## src/rtl/eth_rx_pkg.sv

```systemverilog
// Shared types for the RX dispatcher: FSM states, delay-line entry, channel IDs and selector matcher.
// Pure declarations; no latency or backpressure of its own.
package eth_rx_pkg;

    localparam int NCH = 4;

    localparam logic [7:0] DEF_CH0_ID = 8'h10;
    localparam logic [7:0] DEF_CH1_ID = 8'h11;
    localparam logic [7:0] DEF_CH2_ID = 8'h12;
    localparam logic [7:0] DEF_CH3_ID = 8'h13;

    typedef enum logic [1:0] {IDLE, HDR, PASS} cls_state_t;
    typedef enum logic [1:0] {OUT_IDLE, OUT_ACT, OUT_DROP} out_state_t;

    typedef struct packed {
        logic       v;
        logic       sof;
        logic       eof;
        logic [7:0] dat;
    } line_t;

    // Returns {hit, ch}; the lowest-numbered matching channel wins.
    function automatic logic [2:0] sel_match(input logic [7:0] b, input logic [7:0] id0,
                                             input logic [7:0] id1, input logic [7:0] id2,
                                             input logic [7:0] id3);
        if (b == id0) return 3'b100;
        if (b == id1) return 3'b101;
        if (b == id2) return 3'b110;
        if (b == id3) return 3'b111;
        return 3'b000;
    endfunction

endpackage

```

## src/rtl/eth_rx_delay_line.sv

```systemverilog
// Fixed-depth shift register of qualified RX bytes; DEPTH cycles latency, shifts every cycle, no backpressure.
module eth_rx_delay_line
    import eth_rx_pkg::*;
#(
    parameter int DEPTH = 38
) (
    input  logic  clk_i,
    input  logic  rst_i,
    input  line_t d_i,
    output line_t q_o
);

    line_t stage_q [DEPTH];

    always_ff @(posedge clk_i) begin
        if (rst_i) begin
            for (int i = 0; i < DEPTH; i++) stage_q[i] <= '0;
        end else begin
            stage_q[0] <= d_i;
            for (int i = 1; i < DEPTH; i++) stage_q[i] <= stage_q[i-1];
        end
    end

    assign q_o = stage_q[DEPTH-1];

endmodule

```

## src/rtl/eth_rx_dispatcher.sv

```systemverilog
// Routes whole RX frames to one of 4 channels by the byte at SEL_OFFSET; fixed SEL_OFFSET+2 latency, no backpressure.
// Unmatched/runt frames are dropped; defining ETH_RX_STATS_EN adds saturating DropCnt/AbortCnt outputs.
module eth_rx_dispatcher
    import eth_rx_pkg::*;
#(
    parameter int         SEL_OFFSET = 37,
    parameter logic [7:0] CH0_ID     = DEF_CH0_ID,
    parameter logic [7:0] CH1_ID     = DEF_CH1_ID,
    parameter logic [7:0] CH2_ID     = DEF_CH2_ID,
    parameter logic [7:0] CH3_ID     = DEF_CH3_ID
) (
    input  logic           Clk,
    input  logic           Rst,
    input  logic           LINK_UP,
    input  logic           ValIn,
    input  logic           SoFIn,
    input  logic           EoFIn,
    input  logic [7:0]     DataIn,
    output logic [NCH-1:0] ValOut,
    output logic [NCH-1:0] SoFOut,
    output logic [NCH-1:0] EoFOut,
    output logic [7:0]     DataOut,
    output logic [NCH-1:0] AbortOut
`ifdef ETH_RX_STATS_EN
    ,
    output logic [15:0]    DropCnt,
    output logic [15:0]    AbortCnt
`endif
);

    localparam logic [5:0] SEL = 6'(SEL_OFFSET);

    logic       v;
    logic [2:0] m;
    line_t      din;
    line_t      dl;

    assign v   = ValIn & LINK_UP;
    assign din = {v, v & SoFIn, v & EoFIn, DataIn};
    assign m   = sel_match(DataIn, CH0_ID, CH1_ID, CH2_ID, CH3_ID);

    eth_rx_delay_line #(.DEPTH(SEL_OFFSET + 1)) u_line (
        .clk_i (Clk),
        .rst_i (Rst),
        .d_i   (din),
        .q_o   (dl)
    );

    cls_state_t cst_q;
    logic [5:0] cnt_q;
    logic [1:0] pend_ch_q;
    logic       pend_hit_q;

    // A new SoF always clears PendHit; the previous decision was already consumed by then.
    always_ff @(posedge Clk) begin
        if (Rst) begin
            cst_q      <= IDLE;
            cnt_q      <= '0;
            pend_ch_q  <= '0;
            pend_hit_q <= 1'b0;
        end else if (!LINK_UP) begin
            cst_q <= IDLE;
        end else if (v && SoFIn) begin
            cnt_q      <= 6'd1;
            pend_hit_q <= 1'b0;
            cst_q      <= EoFIn ? IDLE : HDR;
        end else if (v) begin
            if (cnt_q != 6'h3F) cnt_q <= cnt_q + 6'd1;
            case (cst_q)
                HDR: begin
                    if (cnt_q == SEL) begin
                        pend_ch_q  <= m[1:0];
                        pend_hit_q <= m[2];
                        cst_q      <= EoFIn ? IDLE : PASS;
                    end else if (EoFIn) begin
                        cst_q <= IDLE;
                    end
                end
                PASS:    if (EoFIn) cst_q <= IDLE;
                default: ;
            endcase
        end
    end

    out_state_t     ost_q;
    logic [1:0]     act_q;
    logic [NCH-1:0] val_q, sof_q, eof_q, abort_q;
    logic [7:0]     data_q;

    always_ff @(posedge Clk) begin
        if (Rst) begin
            ost_q   <= OUT_IDLE;
            act_q   <= '0;
            val_q   <= '0;
            sof_q   <= '0;
            eof_q   <= '0;
            abort_q <= '0;
            data_q  <= '0;
        end else begin
            val_q   <= '0;
            sof_q   <= '0;
            eof_q   <= '0;
            abort_q <= '0;
            data_q  <= '0;
            if (dl.v && dl.sof) begin
                if (ost_q == OUT_ACT) abort_q[act_q] <= 1'b1;
                act_q <= pend_ch_q;
                ost_q <= dl.eof ? OUT_IDLE : (pend_hit_q ? OUT_ACT : OUT_DROP);
                if (pend_hit_q) begin
                    val_q[pend_ch_q] <= 1'b1;
                    sof_q[pend_ch_q] <= 1'b1;
                    eof_q[pend_ch_q] <= dl.eof;
                    data_q           <= dl.dat;
                end
            end else begin
                case (ost_q)
                    OUT_ACT: begin
                        // A gap inside an active frame means its EoF never made it in.
                        if (!dl.v) begin
                            abort_q[act_q] <= 1'b1;
                            ost_q          <= OUT_IDLE;
                        end else begin
                            val_q[act_q] <= 1'b1;
                            eof_q[act_q] <= dl.eof;
                            data_q       <= dl.dat;
                            if (dl.eof) ost_q <= OUT_IDLE;
                        end
                    end
                    OUT_DROP: if (!dl.v || dl.eof) ost_q <= OUT_IDLE;
                    default:  ;
                endcase
            end
        end
    end

    assign ValOut   = val_q;
    assign SoFOut   = sof_q;
    assign EoFOut   = eof_q;
    assign DataOut  = data_q;
    assign AbortOut = abort_q;

`ifdef ETH_RX_STATS_EN
    logic        drop_evt, abort_evt;
    logic [15:0] drop_cnt_q, drop_cnt_d, abort_cnt_q, abort_cnt_d;

    assign drop_evt  = dl.v & dl.sof & ~pend_hit_q;
    assign abort_evt = (ost_q == OUT_ACT) & (~dl.v | dl.sof);

    always_comb begin
        drop_cnt_d  = drop_cnt_q;
        abort_cnt_d = abort_cnt_q;
        if (drop_evt && drop_cnt_q != 16'hFFFF)   drop_cnt_d  = drop_cnt_q + 16'd1;
        if (abort_evt && abort_cnt_q != 16'hFFFF) abort_cnt_d = abort_cnt_q + 16'd1;
    end

    always_ff @(posedge Clk) begin
        if (Rst) begin
            drop_cnt_q  <= '0;
            abort_cnt_q <= '0;
        end else begin
            drop_cnt_q  <= drop_cnt_d;
            abort_cnt_q <= abort_cnt_d;
        end
    end

    assign DropCnt  = drop_cnt_q;
    assign AbortCnt = abort_cnt_q;
`endif

endmodule

```

## config.mk

```make
export PLATFORM = sky130hd
export DESIGN_NAME = eth_rx_dispatcher
export DESIGN_NICKNAME = d
export VERILOG_FILES = /design/src/rtl/eth_rx_pkg.sv /design/src/rtl/eth_rx_delay_line.sv /design/src/rtl/eth_rx_dispatcher.sv
export SDC_FILE = /design/constraint.sdc
export NUM_CORES = 1
export LEC_CHECK = 0
export CAP_MARGIN = 20
export CORE_MARGIN = 4
export CORE_UTILIZATION = 25
export CTS_CLUSTER_DIAMETER = 200
export CTS_CLUSTER_SIZE = 24
export DETAILED_ROUTE_END_ITERATION = 8
export GPL_ROUTABILITY_DRIVEN = 0
export PLACE_DENSITY = 0.46
export SLEW_MARGIN = 20
export SYNTH_ARGS = -nofsm -noshare
export SYNTH_HDL_FRONTEND = slang
export SYNTH_SLANG_ARGS = --single-unit
```

## constraint.sdc

```tcl
create_clock -name Clk -period 2.3 [get_ports Clk]
set_clock_uncertainty 0.1 [all_clocks]
set_input_delay 0.23 -clock Clk [delete_from_list [all_inputs] [get_ports Clk]]
set_output_delay 0.23 -clock Clk [all_outputs]
set_load 0.005 [all_outputs]
```

======== Yosys cells after proc, flatten, opt, wreduce, memory -nomap -nowiden ========
Memories as Yosys holds them, arrays and structs flattened.
Index checks and enable logic that the tools add are counted.
operators by class
  add/subtract/negate cells ............... 1
  multipliers ............................. 0
  divide/modulo/power cells ............... 0
  magnitude comparators ................... 4
  eq/ne operators ......................... 12
  shift operators ......................... 0
  mux-type cells .......................... 100
  bitwise operators ....................... 46
  reduce and logical (&&, ||, !) cells .... 19
operators by type and width
  kind                                                        count
  2-to-1 mux 11 bit                                           38
  2-to-1 mux 4 bit                                            12
  bitwise OR 1 bit                                            38
  equality test 8 x 5 -> 1 bit, second input constant         4
  2-to-1 mux 8 bit                                            4
  2-to-1 mux 3 bit                                            8
  2-to-1 mux 2 bit                                            11
  2-to-1 mux 1 bit                                            20
  2-to-1 mux 6 bit                                            3
  AND 4 bit                                                   2
  case mux 2 bit (2 select lines)                             2
  nonzero test 2 bit                                          4
  adder 6 x 1 -> 6 bit, second input constant                 1
  equality test 6 bit, second input constant                  1
  less-than comparator 2 x 3 -> 1 bit, second input constant  2
  inequality test 6 bit, second input constant                1
  AND reduction 3 bit                                         2
  nonzero test 3 bit                                          2
  AND reduction 5 bit                                         1
  demux 1 bit (select 2 bit)                                  2
  equality test 2 x 1 -> 1 bit, second input constant         2
  equality test 2 bit, second input constant                  2
  >= comparator 2 x 1 -> 1 bit, second input constant         2
  logical AND 1 bit                                           4
  9 further kinds                                             14
storage, ports and cells
  register bits ........................... 39
  latch bits .............................. 0
  RAM bits ................................ 418
  memory bits (read-only) ................. 0
  input bits .............................. 14
  word-level logic and storage cells ...... 194
  memories kept ........................... 1
memories
  memory          words  width  read ports  clocked after memory_dff  write ports  RTL line                 RTL
  u_line.stage_q  38     11     38          0                         38           eth_rx_delay_line.sv:13  line_t stage_q [DEPTH];

======== Logic depth before layout (Yosys ltp) ========
  depth in word-level cells ............... 16
  depth in mapped cells ................... 5
  gate-level depth less buffers ........... 5

======== Hierarchy ========
A second synthesis with hierarchy kept.
unflattened totals
  cell total of the unflattened synthesis .. 1062
  area total of the unflattened synthesis .. 12972.4 um^2
modules (own cells, without submodules)
  module             times used  cells each  area an instance (um^2)  sequential area each (um^2)
  eth_rx_delay_line  1           893         11319.6                  8368.0
  eth_rx_dispatcher  1           169         1652.8                   780.7

======== Worst setup path after synthesis ========
OpenSTA, ideal clock, no wires.
  path type ............................... register to register
  start ................................... register cnt_q[0]
  end ..................................... register cnt_q[5]
  arrival ................................. 1483 ps
  setup slack ............................. 648 ps
  cell stages (with the launch flop) ...... 6
  path buffers ............................ 0
  period minus slack after synthesis ...... 1652 ps
  path through ............................ dfxtp_1 > ha_1 > and4_1 > a21o_1 > or4_1 > o21ai_1
on the way
  longest elaborated chain between the ends .. 4
RTL lines
  element                 RTL line                 RTL
  from (decl)             eth_rx_dispatcher.sv:50  logic [5:0] cnt_q;
  from (signal assigned)  eth_rx_dispatcher.sv:68  if (cnt_q != 6'h3F) cnt_q <= cnt_q + 6'd1;
  adder 6 x 1 -> 6 bit    eth_rx_dispatcher.sv:68
  2-to-1 mux 6 bit        eth_rx_dispatcher.sv:68
  2-to-1 mux 6 bit        eth_rx_dispatcher.sv:67  end else if (v) begin
  2-to-1 mux 6 bit        eth_rx_dispatcher.sv:63  end else if (v && SoFIn) begin
Several ways; a longest one is shown, not always the timed one. The select of a mux whose other input is x is not followed.
A chain may end at the register's enable or synchronous reset.

======== Final worst setup path ========
  start ................................... register val_q[1] (netlist: ValOut[1])
  end ..................................... output ValOut[1]
RTL lines
  element                            RTL line                  RTL
  from (decl)                        eth_rx_dispatcher.sv:87   logic [NCH-1:0] val_q, sof_q, eof_q, abort_q;
  from (signal assigned)             eth_rx_dispatcher.sv:94   val_q <= '0;
  from (signal assigned)             eth_rx_dispatcher.sv:100  val_q <= '0;
  from (signal, indexed assignment)  eth_rx_dispatcher.sv:110  val_q[pend_ch_q] <= 1'b1;
  to (decl)                          eth_rx_dispatcher.sv:19   output logic [NCH-1:0] ValOut,
No word-level cell between the ends.

==> run_summary.xml <==
<?xml version="1.0" encoding="UTF-8"?>
<metrics>
  <group name="clock_network">
    <metric name="clockRootBuffer" unit="">clkbuf_16</metric>
    <metric name="cts_tree" unit="">done</metric>
    <metric name="cts_num_sinks" unit="">457</metric>
    <metric name="h-tree-depth" unit="">1</metric>
    <metric name="max-clock-path-buffers" unit="">3</metric>
    <metric name="register_clock_pin_slew_on_the_reported_worst_setup_and_hold_paths" unit="ns">0.09</metric>
    <metric name="number_of_cts_inserted_buffers" unit="">23</metric>
    <metric name="worstSkewPairLatency" unit="ns">0.52</metric>
    <metric name="number_of_cells_upsized_or_downsized_after_cts" unit="">0</metric>
  </group>
  <group name="min_path">
    <metric name="hold_path_class" unit="">in2reg</metric>
  </group>
  <group name="finish">
    <metric name="layout_area_growth_over_synthesis" unit="%">13.8</metric>
    <metric name="drive_gt1_share" unit="%">3.66</metric>
    <metric name="fillers" unit="">5173</metric>
    <metric name="antenna_cells_inserted" unit="">0</metric>
    <metric name="postLayoutCoreUtil" unit="%">28.7</metric>
    <metric name="stdcell_count" unit="">1737</metric>
    <metric name="nNetsFinal" unit="">1081</metric>
  </group>
  <group name="detailed_routing">
    <metric name="drt_first_iter_violations" unit="">288</metric>
    <metric name="via_count" unit="">6193</metric>
    <metric name="drt_drc_violations_left" unit="">0</metric>
    <metric name="postRouteAntennaNets" unit="">0</metric>
    <metric name="drt-total-wl" unit="um">16100</metric>
    <metric name="vias_per_cell" unit="">3.57</metric>
    <metric name="drt_pre_antenna_iters" unit="">4</metric>
    <metric name="wl_per_cell" unit="um">9.28</metric>
  </group>
  <group name="placed_design">
    <metric name="count_of_buffers_inserted_at_the_top_level_ports" unit="">37</metric>
    <metric name="dp_hpwl" unit="um">8870</metric>
    <metric name="placed_cells_incl_taps" unit="">1711</metric>
  </group>
  <group name="synth">
    <metric name="synth_cells" unit="">1045</metric>
    <metric name="post_synth.cell_area_avg" unit="um2">12.1</metric>
    <metric name="proportion_of_synthesized_chip_area_in_sequential_cells" unit="%">72.2</metric>
    <metric name="synth.net_count" unit="">1061</metric>
    <metric name="count_of_distinct_cell_types_in_the_synthesized_netlist" unit="">39</metric>
    <metric name="post_synth_instance_area" unit="um2">12700</metric>
    <metric name="postSynthRegisterBits" unit="">457</metric>
    <metric name="ys.warnings.count" unit="">0</metric>
  </group>
  <group name="power">
    <metric name="total_leakage_power" unit="nW">5.36</metric>
    <metric name="power_frac_clock" unit="%">33.7</metric>
    <metric name="power.density_cell_area" unit="nW/um2">852</metric>
    <metric name="combPwrFrac" unit="%">1.7</metric>
    <metric name="internal-power" unit="W">0.00982</metric>
    <metric name="ir_worst_vdd" unit="uV">498</metric>
    <metric name="power_switching_share" unit="%">20.1</metric>
    <metric name="power_frac_seq" unit="%">64.6</metric>
    <metric name="power.net_switching" unit="W">0.00247</metric>
  </group>
  <group name="job">
    <metric name="max_cap_viol_count" unit="">0</metric>
  </group>
  <group name="global_routing">
    <metric name="overflow" unit="">0</metric>
    <metric name="grt_max_degree" unit="">88</metric>
    <metric name="vias_in_the_first_global_route" unit="">5923</metric>
    <metric name="global_route_wire_length_before_repair" unit="um">27600</metric>
    <metric name="antenna_found_initial" unit="">0</metric>
    <metric name="all_layer_global_routing_usage" unit="%">6.00</metric>
  </group>
  <group name="sta">
    <metric name="timing.final.crit_period" unit="ns">1.83</metric>
    <metric name="transition_at_the_pin_with_the_smallest_max_transition_slack" unit="ns">0.466</metric>
    <metric name="slew_viol_final" unit="">0</metric>
    <metric name="unrepaired_setup_endpoints_after_global_routing" unit="">no</metric>
    <metric name="fmax" unit="MHz">546</metric>
    <metric name="min_period_over_period" unit="%">79.7</metric>
    <metric name="hold_violations" unit="">0</metric>
    <metric name="fin_setup_tns" unit="ns">0</metric>
    <metric name="worst_slew_margin_rel" unit="%">68.9</metric>
    <metric name="timing.final.setup_violations" unit="">0</metric>
  </group>
  <group name="die">
    <metric name="ios" unit="">38</metric>
    <metric name="core_area" unit="um2">50200</metric>
    <metric name="initial_core_util" unit="%">25.3</metric>
    <metric name="die-area" unit="um2">54400</metric>
    <metric name="die_x" unit="um">233</metric>
    <metric name="floorplan.die.height" unit="um">233</metric>
    <metric name="rows" unit="">82</metric>
  </group>
  <group name="outcome">
    <metric name="status" unit="">completed</metric>
  </group>
  <group name="worst_setup_path">
    <metric name="critical_path.cell_chain" unit="">clkdlybuf4s50_1</metric>
    <metric name="slowest_stage" unit="">clkdlybuf4s50_1</metric>
    <metric name="worst-endpoint-required" unit="ns">1.97</metric>
    <metric name="cp.arrival" unit="ns">1.50</metric>
    <metric name="cp_slowest_stage_delay" unit="ns">0.54</metric>
    <metric name="worst-path-max-fanout" unit="">1</metric>
    <metric name="worstSetupPathType" unit="">reg2out</metric>
    <metric name="crit_family" unit="">buffers and inverters</metric>
    <metric name="timing.critical_path.buf_inv" unit="">1</metric>
    <metric name="critPathCaptureType" unit="">primary output</metric>
    <metric name="cp-start-kind" unit="">flip-flop</metric>
  </group>
</metrics>
==> power by group through the flow <==
stage / Clock, W / Sequential, W / Combinational, W
2_1_floorplan: 0 / 0.00812 / 0.000141
5_1_grt: 0.00468 / 0.00795 / 0.000232
6_report: 0.00414 / 0.00794 / 0.000205
4_1_cts: 0.00443 / 0.00794 / 0.000214
3_5_place_dp: 0 / 0.00813 / 0.000212
3_3_place_gp: 0 / 0.00813 / 0.000209
==> synth_stat cells <==
cell / number / area, um2
a211oi_1: 2 / 15.0
a21o_1: 5 / 37.5
a21oi_1: 10 / 50.1
a32o_1: 1 / 10.0
a41oi_1: 1 / 8.76
and2_1: 13 / 81.3
and2_4: 1 / 8.76
and3_2: 2 / 15.0
and4_1: 1 / 8.76
buf_2: 3 / 15.0
buf_6: 1 / 11.3
clkbuf_1: 48 / 180
dfxtp_1: 457 / 9150
ha_1: 2 / 25.0
inv_1: 6 / 22.5
mux2i_1: 3 / 30.0
nand2_1: 18 / 67.6
nand2b_1: 3 / 18.8
nand3_1: 6 / 30.0
nand3b_1: 1 / 7.51
nand4_1: 2 / 12.5
nand4b_1: 1 / 8.76
nor2_1: 13 / 48.8
nor2b_1: 418 / 2620
nor3_1: 3 / 15.0
nor3_2: 2 / 20.0
nor3b_1: 4 / 30.0
nor4b_1: 1 / 8.76
o211ai_1: 3 / 22.5
o21ai_0: 1 / 5.00
o21ai_1: 1 / 5.00
o21bai_1: 2 / 15.0
o22ai_1: 2 / 12.5
o31ai_1: 2 / 15.0
or3_1: 1 / 6.26
or4_1: 2 / 15.0
or4b_1: 1 / 10.0
xnor2_1: 1 / 8.76
xor2_1: 1 / 8.76
==> metrics by stage <==
stage                     hold WS [ns]  cell area, um2  power, W  setup slack, ns
after CTS                        0.157           14400    0.0126            0.393
after floorplan                  0.258           12700   0.00826            0.648
after global placement           0.309           13800   0.00833            0.328
after detailed placement         0.310           13800   0.00834            0.340
final                            0.186           14400    0.0123            0.468
after global routing             0.153           14400    0.0129            0.390
==> final timing paths <==
kind,from,end,slack [ns],depth (start not counted)
min,DataIn[7],u_line.stage_q[0][7]$_SDFF_PP0_,0.19,2
min reg2reg,u_line.stage_q[37][5]$_SDFF_PP0_,DataOut[5]$_SDFF_PP0_,0.33,1
max,ValOut[1]$_SDFF_PP0_,ValOut[1],0.47,1
max reg2reg,cnt_q[0]$_SDFFE_PP0P_,cnt_q[5]$_SDFFE_PP0P_,0.52,5
==> registers in the layout, summed over array words and instances (netlist names) <==
signal	flops
AbortOut	4
DataOut	8
EoFOut	4
SoFOut	4
ValOut	4
act_q	2
cnt_q	6
cst_q	2
ost_q	2
pend_ch_q	2
pend_hit_q	1
u_line.stage_q	418
==> layout by cell type, fill, tap and decap left out, drive strengths merged, types with 6 or more instances in the layout <==
cell	netlist	layout
buf	4	10
inv	6	6
nand2	18	18
nor2	13	13
a21oi	10	10
clkbuf	48	24
dfxtp	457	457
nand3	6	6
nor2b	418	418
clkdlybuf4s50	0	36
and2	14	14
==> cells by family (layout without fill, tap and decap cells) <==
group                      after synthesis  count (layout)  synth area share [%]
and+or+nand+nor                        493             493                  23.9
DFF                                    457             457                  72.2
buffers and inverters                   58              78                  1.81
AOI/OAI and AO/OA                       30              30                  1.55
muxes                                    3               3                 0.237
adders and majority gates                2               2                 0.197
xor gates and xnor gates                 2               2                 0.138
==> what timing repair did <==
item | CTS | global route
endpoints found under the hold margin | 15 | 0
hold buffers | 1 | 0
setup endpoints to repair | 0 | 0
setup buffers | 0 | 0
==> area by class of cell <==
| cell class | count | area, um2 | share of cell area, % |
|---|---|---|---|
| multi-input cells | 530 | 3300 | 22.9 |
| flip-flops and latches | 457 | 9150 | 63.4 |
| clock buffers | 24 | 579 | 4.02 |
| clock inverters | 1 | 30.0 | 0.208 |
| inverters | 6 | 22.5 | 0.156 |
| well taps | 672 | 841 | 5.83 |
| repair buffers | 47 | 503 | 3.49 |
==> per-layer routing <==
layer / vias up / global-route usage [%] / share of wire, %
li1: 3214 / - / -
met3: 31 / 1.70 / 4.6
met5: - / 0 / 0
met4: 0 / 2.13 / 3.0
met1: 2887 / 7.72 / 50
met2: 61 / 9.65 / 42
Power figures use the tool's default switching activity.
